**src/rtl/alu_nibble_sequencer.sv**
```systemverilog
// Nibble-serial controller that drives a shared 4-bit ALU slice and assembles a WIDTH-bit result.
// Optional zero flag output z is enabled by defining ALU_SEQ_ZFLAG_EN.
module alu_nibble_sequencer #(
  parameter int WIDTH = 16
) (
  input  logic             clk,
  input  logic             rst,
  input  logic             start,
  input  logic [WIDTH-1:0] a,
  input  logic [WIDTH-1:0] b,
  input  logic             c,
  input  logic [1:0]       aluctr,
  output logic             busy,
  output logic             done,
  output logic [WIDTH-1:0] d,
  output logic             e,
`ifdef ALU_SEQ_ZFLAG_EN
  output logic             z,
`endif
  output logic [3:0]       alu_a,
  output logic [3:0]       alu_b,
  output logic             alu_c,
  output logic [1:0]       alu_ctr,
  input  logic [3:0]       alu_d,
  input  logic             alu_e
);

  localparam int NIB  = WIDTH / 4;
  localparam int IDXW = (NIB > 1) ? $clog2(NIB) : 1;

  localparam logic [1:0] ST_IDLE = 2'd0;
  localparam logic [1:0] ST_RUN  = 2'd1;
  localparam logic [1:0] ST_DONE = 2'd2;

  logic [1:0]       state_r;
  logic [IDXW-1:0]  idx_r;
  logic [WIDTH-1:0] a_r;
  logic [WIDTH-1:0] b_r;
  logic             carry_r;
  logic [1:0]       ctr_r;

  logic [IDXW+1:0]  shamt_s;
  logic             last_s;
  logic [WIDTH-1:0] d_next_s;

  // Nibble selection, result merge and ALU-facing drive (zero outside RUN)
  always_comb begin
    shamt_s  = {idx_r, 2'b00};
    last_s   = (idx_r == IDXW'(NIB - 1));
    d_next_s = (d & ~(WIDTH'(4'hF) << shamt_s)) | (WIDTH'(alu_d) << shamt_s);
    alu_a    = 4'h0;
    alu_b    = 4'h0;
    alu_c    = 1'b0;
    alu_ctr  = 2'b00;
    if (state_r == ST_RUN) begin
      alu_a   = 4'(a_r >> shamt_s);
      alu_b   = 4'(b_r >> shamt_s);
      alu_c   = carry_r;
      alu_ctr = ctr_r;
    end else begin
      alu_a   = 4'h0;
      alu_b   = 4'h0;
      alu_c   = 1'b0;
      alu_ctr = 2'b00;
    end
  end

  // Sequencer state, operand latches, carry chain and result registers
  always_ff @(posedge clk) begin
    if (rst) begin
      state_r <= ST_IDLE;
      idx_r   <= {IDXW{1'b0}};
      a_r     <= {WIDTH{1'b0}};
      b_r     <= {WIDTH{1'b0}};
      carry_r <= 1'b0;
      ctr_r   <= 2'b00;
      busy    <= 1'b0;
      done    <= 1'b0;
      d       <= {WIDTH{1'b0}};
      e       <= 1'b0;
`ifdef ALU_SEQ_ZFLAG_EN
      z       <= 1'b0;
`endif
    end else begin
      case (state_r)
        ST_IDLE: begin
          if (start) begin
            a_r     <= a;
            b_r     <= b;
            carry_r <= c;
            ctr_r   <= aluctr;
            idx_r   <= {IDXW{1'b0}};
            busy    <= 1'b1;
            state_r <= ST_RUN;
          end
        end
        ST_RUN: begin
          d       <= d_next_s;
          carry_r <= alu_e;
          if (last_s) begin
            e       <= alu_e;
`ifdef ALU_SEQ_ZFLAG_EN
            z       <= (d_next_s == {WIDTH{1'b0}});
`endif
            done    <= 1'b1;
            state_r <= ST_DONE;
          end else begin
            idx_r <= idx_r + IDXW'(1);
          end
        end
        ST_DONE: begin
          done    <= 1'b0;
          busy    <= 1'b0;
          state_r <= ST_IDLE;
        end
        default: begin
          done    <= 1'b0;
          busy    <= 1'b0;
          state_r <= ST_IDLE;
        end
      endcase
    end
  end

endmodule

```
**config.mk**
```make
export PLATFORM = sky130hd
export DESIGN_NAME = alu_nibble_sequencer
export DESIGN_NICKNAME = d
export VERILOG_FILES = /design/src/rtl/alu_nibble_sequencer.sv
export SDC_FILE = /design/constraint.sdc
export NUM_CORES = 1
export LEC_CHECK = 0
export ABC_CLOCK_PERIOD_IN_PS = 1500
export BUFFER_PORTS_ARGS = -buffer_cell sky130_fd_sc_hd__buf_2
export CAP_MARGIN = 20
export CORE_MARGIN = 2
export CORE_UTILIZATION = 46
export CTS_CLUSTER_DIAMETER = 40
export DETAILED_ROUTE_END_ITERATION = 12
export PLACE_DENSITY_LB_ADDON = 0.2
export RECOVER_POWER = 100
export SLEW_MARGIN = 20
export SYNTH_ARGS = -nofsm -noshare
export SYNTH_HDL_FRONTEND = slang
export SYNTH_SLANG_ARGS = --single-unit
```
**constraint.sdc**
```tcl
create_clock -name clk -period 1.5 [get_ports clk]
set_input_delay 0.225 -clock clk [delete_from_list [all_inputs] [get_ports clk]]
set_output_delay 0.225 -clock clk [all_outputs]
set_load 0.03 [all_outputs]
```
==> flow_summary_export.csv, run 1 <==
group,metric,value,unit
outcome,status,"finished with violations",
outcome,violations,"negative setup slack",
drt,wl_met3,240,um
logic_synthesis,syn_inst,270,
power_and_ir_drop,ir_worst_vdd,0.9004,mV
power_and_ir_drop,pwr-share-seq,0.413,
worst_setup_path,ff2ff_path_depth,7,
final_layout,nets,402,
drt,drc_errors,0,
global_route,gr-total-overflow,0,
placement,port_buffers,72,
logic_synthesis,synth_top_area_share,0.4803,
logic_synthesis,synthTopCellsByArea,"dfxtp_1, nand2_1, a21oi_1, mux4_2, a22oi_1",
clock_tree,cts_tree,"yes",
power_and_ir_drop,switching_share,0.2357,
logic_synthesis,ys_seq_area_frac,0.4803,
clock_tree,clk_pin_slew,0.07,ns
power_and_ir_drop,p_clk_frac,0.448,
drt,vias_per_cell,5.056,
power_and_ir_drop,p_leak,0.001440,uW
sta,fin_ws,-0.3214,ns
die,start_util,0.4763,
clock_tree,cts_max_path_buffers,2,
die,rows,26,
logic_synthesis,synth_cell_types,26,
logic_synthesis,ys_ff_latch,58,
sta,min_period,1.821,ns
logic_synthesis,synth_area_leader_cell,"dfxtp_1",
min_path,hp-class,"in2reg",
logic_synthesis,synthFlopType,"dfxtp_1",
sta,setup_violations,26,
drt,wirelength,5894,um
worst_setup_path,critPathCaptureType,"register",
power_and_ir_drop,p_comb_frac,0.139,
sta,finClkSkew,0.006244,ns
final_layout,n_antenna_cell,0,
die,core,5075,um^2
final_layout,postLayoutCellArea,3446,um^2
min_path,hold_depth,3,
clock_tree,clkSinkCount,58,
global_route,grt_max_degree,35,
global_route,grt_usage,0.2034,
final_layout,drive_above_1_share,0.4028,
power_and_ir_drop,power,4028,uW
logic_synthesis,avgSynthCellArea,8.953,um^2
final_layout,fin_cells,430,
clock_tree,htree_levels,3,
final_layout,num-fill-cells,420,
global_route,grt_pass1_vias,2126,
drt,drtIter0Drc,100,
drt,vias,2174,
sta,grt_setup_unrepaired,"true",
sta,relSlewSlack,0.7188,
sta,fmax,0.5490,GHz
worst_setup_path,critPathMaxFanout,4,
drt,dr.max_layer_used,"met4",
logic_synthesis,synth_edf_count,0,
placement,dp_slack,-0.04864,ns
die,die_x,76.49,um
logic_synthesis,ys_warn_count,0,
placement,hpwl,3912,um
logic_synthesis,synth.net_count,317,
power_and_ir_drop,power.switching,949.1,uW
logic_synthesis,synthesis.area,2417,um^2
worst_setup_path,path_class,"reg2reg",
placement,dp_cells,411,
sta,finalHoldViolCount,0,
power_and_ir_drop,p_int,3078,uW
sta,worst_pin_slew,0.4218,ns
worst_setup_path,critical_path.startpoint_type,"register",
clock_tree,cts_made_buffers,9,
drt,wl_met1,2573,um
die,die_h,76.49,um
drt,first_pass_iters,4,
run,drv_cap,0,
sta,period_share,1.214,
power_and_ir_drop,p_per_area,1169,nW/um^2
sta,slew_viol_final,0,
placement,placed_cell_area,2947,um^2
drt,wl_met2,3039,um
clock_tree,clock-root-buffer,"clkbuf_8",
global_route,antenna_found_initial,0,
final_layout,synthToLayoutAreaGrowth,42.55,%
clock_tree,insertion_delay,0.33,ns
drt,drtAntennaViolNets,0,
die,dieArea,5851,um^2
worst_setup_path,required,1.73,ns
worst_setup_path,worstPathArrival,2.05,ns
placement,place_congestion,0.7924,
global_route,grt_pass1_wl,9556,um
clock_tree,ctsHoldBuffers,0,
logic_synthesis,async_reset_ff_frac,0,
die,num_io_pins,73,
drt,wire_per_inst,13.71,um
==> synth_stat cells, drive strengths merged, types with 2 or more instances <==
| cell | number |
|---|---|
| a21oi | 39 |
| a22oi | 16 |
| and4bb | 2 |
| buf | 15 |
| clkbuf | 5 |
| dfxtp | 58 |
| ha | 4 |
| inv | 5 |
| mux4 | 8 |
| nand2 | 69 |
| nand2b | 3 |
| nand3b | 4 |
| nor2 | 23 |
| nor2b | 8 |
| or3b | 2 |
==> state kept, by name, summed over array words and instances (netlist names) <==
name	cells
e	1
carry_r	1
a_r	16
ctr_r	2
idx_r	2
done	1
d	16
state_r	2
b_r	16
busy	1
==> cell type report <==
type	count	area [um^2]	area share
flip-flops and latches	58	1167	0.3388
well taps	70	87.58	0.02542
repair buffers	94	640.6	0.1859
inverters	5	26.28	0.007625
clock inverters	4	97.59	0.02832
multi-input cells	187	1271	0.3689
clock buffers	12	155.1	0.04503
==> final timing paths <==
kind / from / slack [ns] / endpoint
min: aluctr[0] / 0.13 / ctr_r[0]$_SDFFE_PP0P_
max: idx_r[0]$_SDFFE_PP0P_ / -0.32 / idx_r[0]$_SDFFE_PP0P_
min reg2reg: b_r[6]$_SDFFE_PP0P_ / 0.45 / b_r[6]$_SDFFE_PP0P_
max reg2reg: idx_r[0]$_SDFFE_PP0P_ / -0.32 / idx_r[0]$_SDFFE_PP0P_
==> per-layer routing <==
metal,track usage,up-vias
li1,-,1087
met1,0.2477,1029
met2,0.3460,54
met3,0.05450,4
met4,0.07273,0
met5,0,-
==> critical path: stages (launching register included) <==
cell     delay [ns]
dfxtp_2        0.33
buf_6          0.13
buf_6          0.11
buf_6          0.12
ha_4           0.16
or3b_4         0.41
or3_1          0.38
o31ai_1        0.08
==> per-stage QoR <==
| step | setup TNS [ns] | util | hold slack, ns |
|---|---|---|---|
| 2_1_floorplan | -0.1158 | - | 0.3610 |
| 3_3_place_gp | -0.04045 | 0.5806 | 0.4393 |
| 3_5_place_dp | -0.1971 | 0.5806 | 0.4464 |
| 4_1_cts | -2.643 | 0.6519 | 0.1196 |
| 5_1_grt | -6.255 | 0.6790 | 0.1228 |
| 6_report | -4.131 | 0.6790 | 0.1288 |
==> power groups by stage <==
stage / clock network (uW) / registers (uW) / logic, uW
after detailed placement: 0 / 1690 / 480
after floorplan: 0 / 1710 / 298
final: 1800 / 1660 / 561
after global placement: 0 / 1690 / 473
after global routing: 1920 / 1670 / 614
after CTS: 1830 / 1660 / 513
==> cells by family (layout without fill, tap and decap cells) <==
logic type      after synthesis  in the layout  share of synthesized area
compound gates               58             58                     0.1418
simple gates                116            116                     0.2252
buf+inv                      25            115                    0.05332
flops                        58             58                     0.4803
mux                           9              9                    0.07867
fa+ha+maj                     4              4                    0.02070
==> what timing repair did <==
item / 4_1_cts / 5_1_grt
gates cloned: 0 / 0
setup buffers: 1 / 4
resized for setup: 32 / 32
endpoints found under the setup margin: 13 / 22
pin swaps: 0 / 6
endpoints found under the hold margin: 0 / 0
==> layout by cell type, fill, tap and decap left out, drive strengths merged, types with 2 or more instances in the layout <==
| master | n |
|---|---|
| and4bb | 2 |
| inv | 5 |
| or3b | 2 |
| nand2b | 3 |
| nor2b | 8 |
| a22oi | 16 |
| dfxtp | 58 |
| a21oi | 39 |
| bufinv | 3 |
| clkbuf | 12 |
| nor2 | 23 |
| buf | 94 |
| nand3b | 4 |
| nand2 | 69 |
| ha | 4 |
| mux4 | 8 |
(Power assumes the default switching activity.)
==> run 2, diff against run 1 <==
- ABC_CLOCK_PERIOD_IN_PS: 1500 -> 1700
- CAP_MARGIN: 20 -> 10
- CORE_UTILIZATION: 46 -> 51
- SLEW_MARGIN: 20 -> unset
- clock period: 1.5 -> 1.7 ns (I/O delays scaled with it)
==> run 2 against run 1 <==
  * The run still ends with negative setup slack left
  * Core utilization shrank 2.6 points
  * Register-to-register slack gained 0.29 ns
  * Die area shrank 9.3%
  * Setup slack gained 0.15 ns
  * Sequential share of layout area grew 4.4 points
  * Critical path type is now reg2out
  * Highest routed layer unchanged
==> flow_summary_export.csv, run 2 (synthesis gave the netlist of run 1 again) <==
group,metric,value,unit
outcome,status,"finished with violations",
outcome,violations,"negative setup slack",
final_layout,synthToLayoutAreaGrowth,25.93,%
worst_setup_path,ff2ff_path_depth,6,
min_path,hp-class,"in2reg",
sta,fmax,0.5349,GHz
worst_setup_path,reg2reg_slack,-0.03,ns
power_and_ir_drop,p_leak,0.001244,uW
die,rows,25,
sta,relSlewSlack,0.6098,
worst_setup_path,required,1.44,ns
placement,hpwl,3664,um
placement,dp_slack,0.07356,ns
worst_setup_path,rr_endpoint,"idx_r[0]$_SDFFE_PP0P_",
final_layout,postLayoutCellArea,3044,um^2
placement,placed_cell_area,2836,um^2
sta,period_share,1.100,
clock_tree,clock-root-buffer,"clkbuf_8",
min_path,holdPathEnd,"a_r[8]$_SDFFE_PP0P_",
placement,place_congestion,0.7467,
final_layout,final_cell_mix,"nand2_1, dfxtp_1, buf_2",
final_layout,final_core_util,0.6532,
worst_setup_path,worstReg2RegStart,"idx_r[0]$_SDFFE_PP0P_",
final_layout,num-fill-cells,408,
final_layout,fin_cells,404,
final_layout,layout_commonest_cell,"nand2_1",
drt,vias_per_cell,5.196,
die,die_x,72.85,um
global_route,antenna_found_initial,0,
worst_setup_path,critical_path.startpoint_type,"register",
drt,drtIter0Drc,103,
global_route,grt_usage,0.2142,
global_route,grt_max_degree,33,
sta,setup_violations,10,
global_route,gr-total-overflow,0,
die,num_io_pins,73,
worst_setup_path,worstPathArrival,1.61,ns
sta,setup-tns-final,-1.236,ns
worst_setup_path,critPathMaxFanout,5,
worst_setup_path,path_class,"reg2out",
clock_tree,insertion_delay,0.33,ns
power_and_ir_drop,ir_worst_vdd,0.5350,mV
final_layout,drive_above_1_share,0.2771,
power_and_ir_drop,p_per_area,991.4,nW/um^2
clock_tree,cts_max_path_buffers,2,
global_route,grt_pass1_vias,1911,
clock_tree,clkSinkCount,58,
sta,finClkSkew,0.005601,ns
sta,min_period,1.870,ns
worst_setup_path,critPathCaptureType,"primary output",
drt,wire_per_inst,13.17,um
min_path,hold_start,"a[8]",
clock_tree,cts_tree,"yes",
final_layout,nets,392,
sta,fin_ws,-0.1696,ns
clock_tree,htree_levels,3,
sta,worst_pin_slew,0.5853,ns
drt,drtAntennaViolNets,0,
drt,wirelength,5319,um
drt,first_pass_iters,4,
placement,port_buffers,72,
die,die_h,72.85,um
die,start_util,0.5187,
clock_tree,ctsHoldBuffers,0,
drt,drc_errors,0,
sta,grt_setup_unrepaired,"true",
final_layout,n_antenna_cell,0,
final_layout,top_regs,"a_r: 16 flops, b_r: 16 flops, d: 16 flops",
sta,slew_viol_final,0,
placement,dp_cells,387,
clock_tree,clk_pin_slew,0.06,ns
die,dieArea,5306,um^2
die,core,4661,um^2
run,drv_cap,0,
drt,vias,2099,
sta,finalHoldViolCount,0,
min_path,hold_depth,3,
clock_tree,cts_made_buffers,9,
global_route,grt_pass1_wl,8645,um
[run 2: cell types whose count changed in the layout (fill, tap and decap cells not counted), sizes merged]
cell / before / now
buf: 94 / 59
bufinv: 3 / 0
clkbuf: 12 / 39
clkinv: 0 / 2
clkinvlp: 1 / 0
[run 2: per-layer routing]
| layer | global-route usage | part of all wire | vias up | wire [um] |
|---|---|---|---|---|
| met5 | 0 | 0 | - | 0 |
| met4 | 0.1173 | 0.019 | 0 | 99 |
| met3 | 0.05110 | 0.047 | 9 | 249 |
| met2 | 0.3394 | 0.48 | 63 | 2543 |
| met1 | 0.2691 | 0.46 | 961 | 2426 |
| li1 | - | - | 1066 | - |
[run 2: worst max path at each step]
| stage | start | end | slack, ns | depth (start not counted) |
|---|---|---|---|---|
| global placement | idx_r[0]$_SDFFE_PP0P_ | alu_a[3] | 0.09 | 4 |
| detailed placement | idx_r[0]$_SDFFE_PP0P_ | alu_a[3] | 0.07 | 4 |
| CTS | idx_r[0]$_SDFFE_PP0P_ | alu_b[3] | -0.19 | 4 |
| floorplan | idx_r[0]$_SDFFE_PP0P_ | alu_a[0] | 0.09 | 4 |
| finish | idx_r[0]$_SDFFE_PP0P_ | alu_b[3] | -0.17 | 4 |
| global route | idx_r[0]$_SDFFE_PP0P_ | alu_b[3] | -0.24 | 4 |
[run 2: layout make-up]
type | count | area, um^2 | share of cell area
clock buffer | 14 | 172.7 | 0.05672
clock inverter | 2 | 10.01 | 0.003288
sequential | 58 | 1165 | 0.3827
inverter | 5 | 18.77 | 0.006165
tap | 54 | 67.56 | 0.02219
timing repair buffer | 84 | 459.2 | 0.1508
multi-input combinational | 187 | 1151 | 0.3781
[run 2: power breakdown]
group	total (uW)	internal [uW]	switching, uW	leakage, uW
logic	399	178	222	0.000673
clock network	1150	644	504	0.0000965
registers	1470	1430	41.0	0.000475
total	3020	2250	767	0.00124
[run 2: per-stage QoR]
step                      hold slack (ns)  power [uW]
after detailed placement           0.4468        1887
after global routing               0.1597        3151
after CTS                          0.1458        3042
after global placement             0.4410        1879
after floorplan                    0.3910        1757
final                              0.1563        3018
[run 2: worst max-delay path, stage by stage (launching register included)]
cell and delay, ns:
dfxtp_2 0.35, buf_6 0.14, mux4_2 0.50, nor2b_1 0.14, buf_4 0.17
[run 2: what timing repair did]
action                                  4_1_cts  5_1_grt
resized for setup                            14        6
endpoints found under the setup margin       11       11
buffers inserted                              1        0
==> run 3, diff against run 2 <==
- ABC_AREA: unset -> 1
==> run 3 against run 2 <==
  * The run now ends clean
  * Highest routed layer unchanged
  * First-iteration DRC count is 1.9% lower
  * Largest cell class is now multi-input gates
  * Clock power is 29% higher
  * Largest power group unchanged
  * Synthesized cell count grew 37%
  * Setup slack gained 0.20 ns
  * Sequential power is essentially flat
  * Critical path type unchanged
  * Total power grew 18%
  * Design area is 7.8% higher
  * Sequential cell count is the same
  * Via count grew 22%
==> flow_summary_export.csv, run 3 <==
group,metric,value,unit
outcome,status,"complete, no violations",
drt,first_pass_iters,5,
logic_synthesis,synth.net_count,418,
die,dieArea,5626,um^2
drt,drtIter0Drc,101,
logic_synthesis,synth_edf_count,0,
drt,drc_errors,0,
clock_tree,ctsHoldBuffers,0,
die,die_h,75.01,um
final_layout,top_regs,"a_r: 16 flops, b_r: 16 flops, d: 16 flops",
global_route,grt_max_degree,39,
clock_tree,cts_max_path_buffers,2,
clock_tree,cts_made_buffers,9,
logic_synthesis,synth_area_leader_cell,"dfxtp_1",
power_and_ir_drop,pwr-share-seq,0.423,
worst_setup_path,path_class,"reg2out",
logic_synthesis,synth_cell_types,23,
logic_synthesis,ys_warn_count,0,
final_layout,final_core_util,0.6855,
worst_setup_path,worstPathArrival,1.42,ns
global_route,grt_pass1_wl,9749,um
logic_synthesis,ys_ff_latch,58,
placement,placed_cell_area,2950,um^2
drt,wirelength,5989,um
logic_synthesis,post-synth-top-count-cell,"nand2_1",
sta,finalHoldViolCount,0,
power_and_ir_drop,p_int,2611,uW
logic_synthesis,ys_seq_area_frac,0.4516,
power_and_ir_drop,p_per_area,1084,nW/um^2
logic_synthesis,synthTopCellsByArea,"dfxtp_1, nand2_1, nor2_1, o21ai_1, a21oi_1",
placement,port_buffers,72,
sta,relSlewSlack,0.6323,
final_layout,nets,495,
clock_tree,clkSinkCount,58,
clock_tree,insertion_delay,0.34,ns
die,start_util,0.5373,
logic_synthesis,synth_top_area_share,0.4516,
run,drv_cap,0,
sta,worst_pin_slew,0.5508,ns
final_layout,n_antenna_cell,0,
drt,vias_per_cell,4.913,
sta,period_share,0.9845,
global_route,gr-total-overflow,0,
sta,slew_viol_final,0,
global_route,antenna_found_initial,0,
final_layout,final_cell_mix,"nand2_1, nor2_1, dfxtp_1",
power_and_ir_drop,ir_worst_vdd,0.7310,mV
worst_setup_path,critPathMaxFanout,15,
final_layout,postLayoutCellArea,3281,um^2
power_and_ir_drop,power.switching,943.3,uW
placement,place_congestion,0.8674,
sta,grt_setup_unrepaired,"true",
placement,dp_cells,501,
drt,wire_per_inst,11.52,um
clock_tree,htree_levels,3,
power_and_ir_drop,p_leak,0.001512,uW
min_path,hp-class,"in2reg",
clock_tree,clock-root-buffer,"clkbuf_8",
sta,fmax,0.5975,GHz
die,core,4786,um^2
logic_synthesis,synthFlopType,"dfxtp_1",
die,num_io_pins,73,
sta,setup_violations,0,
clock_tree,clk_pin_slew,0.07,ns
sta,whs,0.1498,ns
logic_synthesis,synthesis.area,2571,um^2
final_layout,layout_commonest_cell,"nand2_1",
final_layout,synthToLayoutAreaGrowth,27.59,%
worst_setup_path,required,1.44,ns
final_layout,fin_cells,520,
logic_synthesis,syn_inst,371,
drt,vias,2555,
drt,drtAntennaViolNets,0,
power_and_ir_drop,p_clk_frac,0.415,
power_and_ir_drop,power,3555,uW
power_and_ir_drop,p_comb_frac,0.162,
worst_setup_path,critical_path.startpoint_type,"register",
clock_tree,cts_tree,"yes",
sta,finClkSkew,0.008290,ns
sta,min_period,1.674,ns
die,rows,25,
final_layout,drive_above_1_share,0.2318,
worst_setup_path,critPathCaptureType,"primary output",
die,die_x,75.01,um
logic_synthesis,async_reset_ff_frac,0,
power_and_ir_drop,switching_share,0.2654,
global_route,grt_usage,0.2291,
global_route,grt_pass1_vias,2268,
final_layout,num-fill-cells,444,
logic_synthesis,ys_top_cells_by_count,"nand2_1, nor2_1, dfxtp_1, o21ai_1, inv_1",
placement,hpwl,4053,um
logic_synthesis,avgSynthCellArea,6.931,um^2
==> run 3: kinds of logic (layout without fill, tap and decap cells) <==
| family | Yosys count | in the layout | synth area share |
|---|---|---|---|
| flops | 58 | 58 | 0.4516 |
| fa+ha+maj | 4 | 4 | 0.01947 |
| compound gates | 67 | 67 | 0.1333 |
| simple gates | 192 | 192 | 0.2959 |
| buf+inv | 50 | 132 | 0.09975 |
==> run 3: through the flow <==
step	setup slack [ns]	setup TNS (ns)
4_1_cts	0.007049	0
6_report	0.02630	0
5_1_grt	-0.02665	-0.02895
2_1_floorplan	0.1142	0
3_3_place_gp	0.3169	0
3_5_place_dp	0.3021	0
==> run 3: path summary, 6_finish.rpt <==
kind	cells past startpoint	slack, ns	end	start
min	3	0.15	b_r[2]$_SDFFE_PP0P_	b[2]
max	6	0.03	alu_b[1]	idx_r[0]$_SDFFE_PP0P_
min reg2reg	2	0.46	done$_SDFFE_PP0P_	done$_SDFFE_PP0P_
max reg2reg	5	0.35	a_r[2]$_SDFFE_PP0P_	state_r[0]$_SDFFE_PP0P_
==> run 3: worst max-delay path, stage by stage, from the launching register on <==
cell and delay, ns:
dfxtp_4 0.41, buf_12 0.15, nand2_1 0.06, nand2_1 0.06, nand2_1 0.07, a21oi_2 0.16
buf_4 0.18
==> run 3: timing repair <==
action	4_1_cts	5_1_grt
gates resized for setup	13	26
cloned	1	0
endpoints found under the setup margin	8	8
setup buffers	2	0
pin swaps	1	6
==> run 3: final cells by class <==
type / instances / area [um^2] / area share
Tap cell: 67 / 83.83 / 0.02555
Multi-Input combinational cell: 263 / 1196 / 0.3646
Timing Repair Buffer: 85 / 475.5 / 0.1449
Clock buffer: 12 / 165.2 / 0.05034
Inverter: 31 / 121.4 / 0.03699
Clock inverter: 4 / 72.57 / 0.02212
Sequential cell: 58 / 1166 / 0.3555
==> run 3: power groups by stage <==
stage	clock network (uW)	logic [uW]	registers, uW
6_report	1480	576	1500
5_1_grt	1540	649	1510
4_1_cts	1490	551	1500
3_5_place_dp	0	529	1520
3_3_place_gp	0	523	1520
2_1_floorplan	0	366	1540
==> run 3: per-layer routing <==
layer,track usage,part of all wire,vias to the layer above
met1,0.2898,0.46,1144
met4,0.1071,0.015,0
met5,0,0,-
li1,-,-,1314
met3,0.04418,0.053,10
met2,0.3772,0.47,87
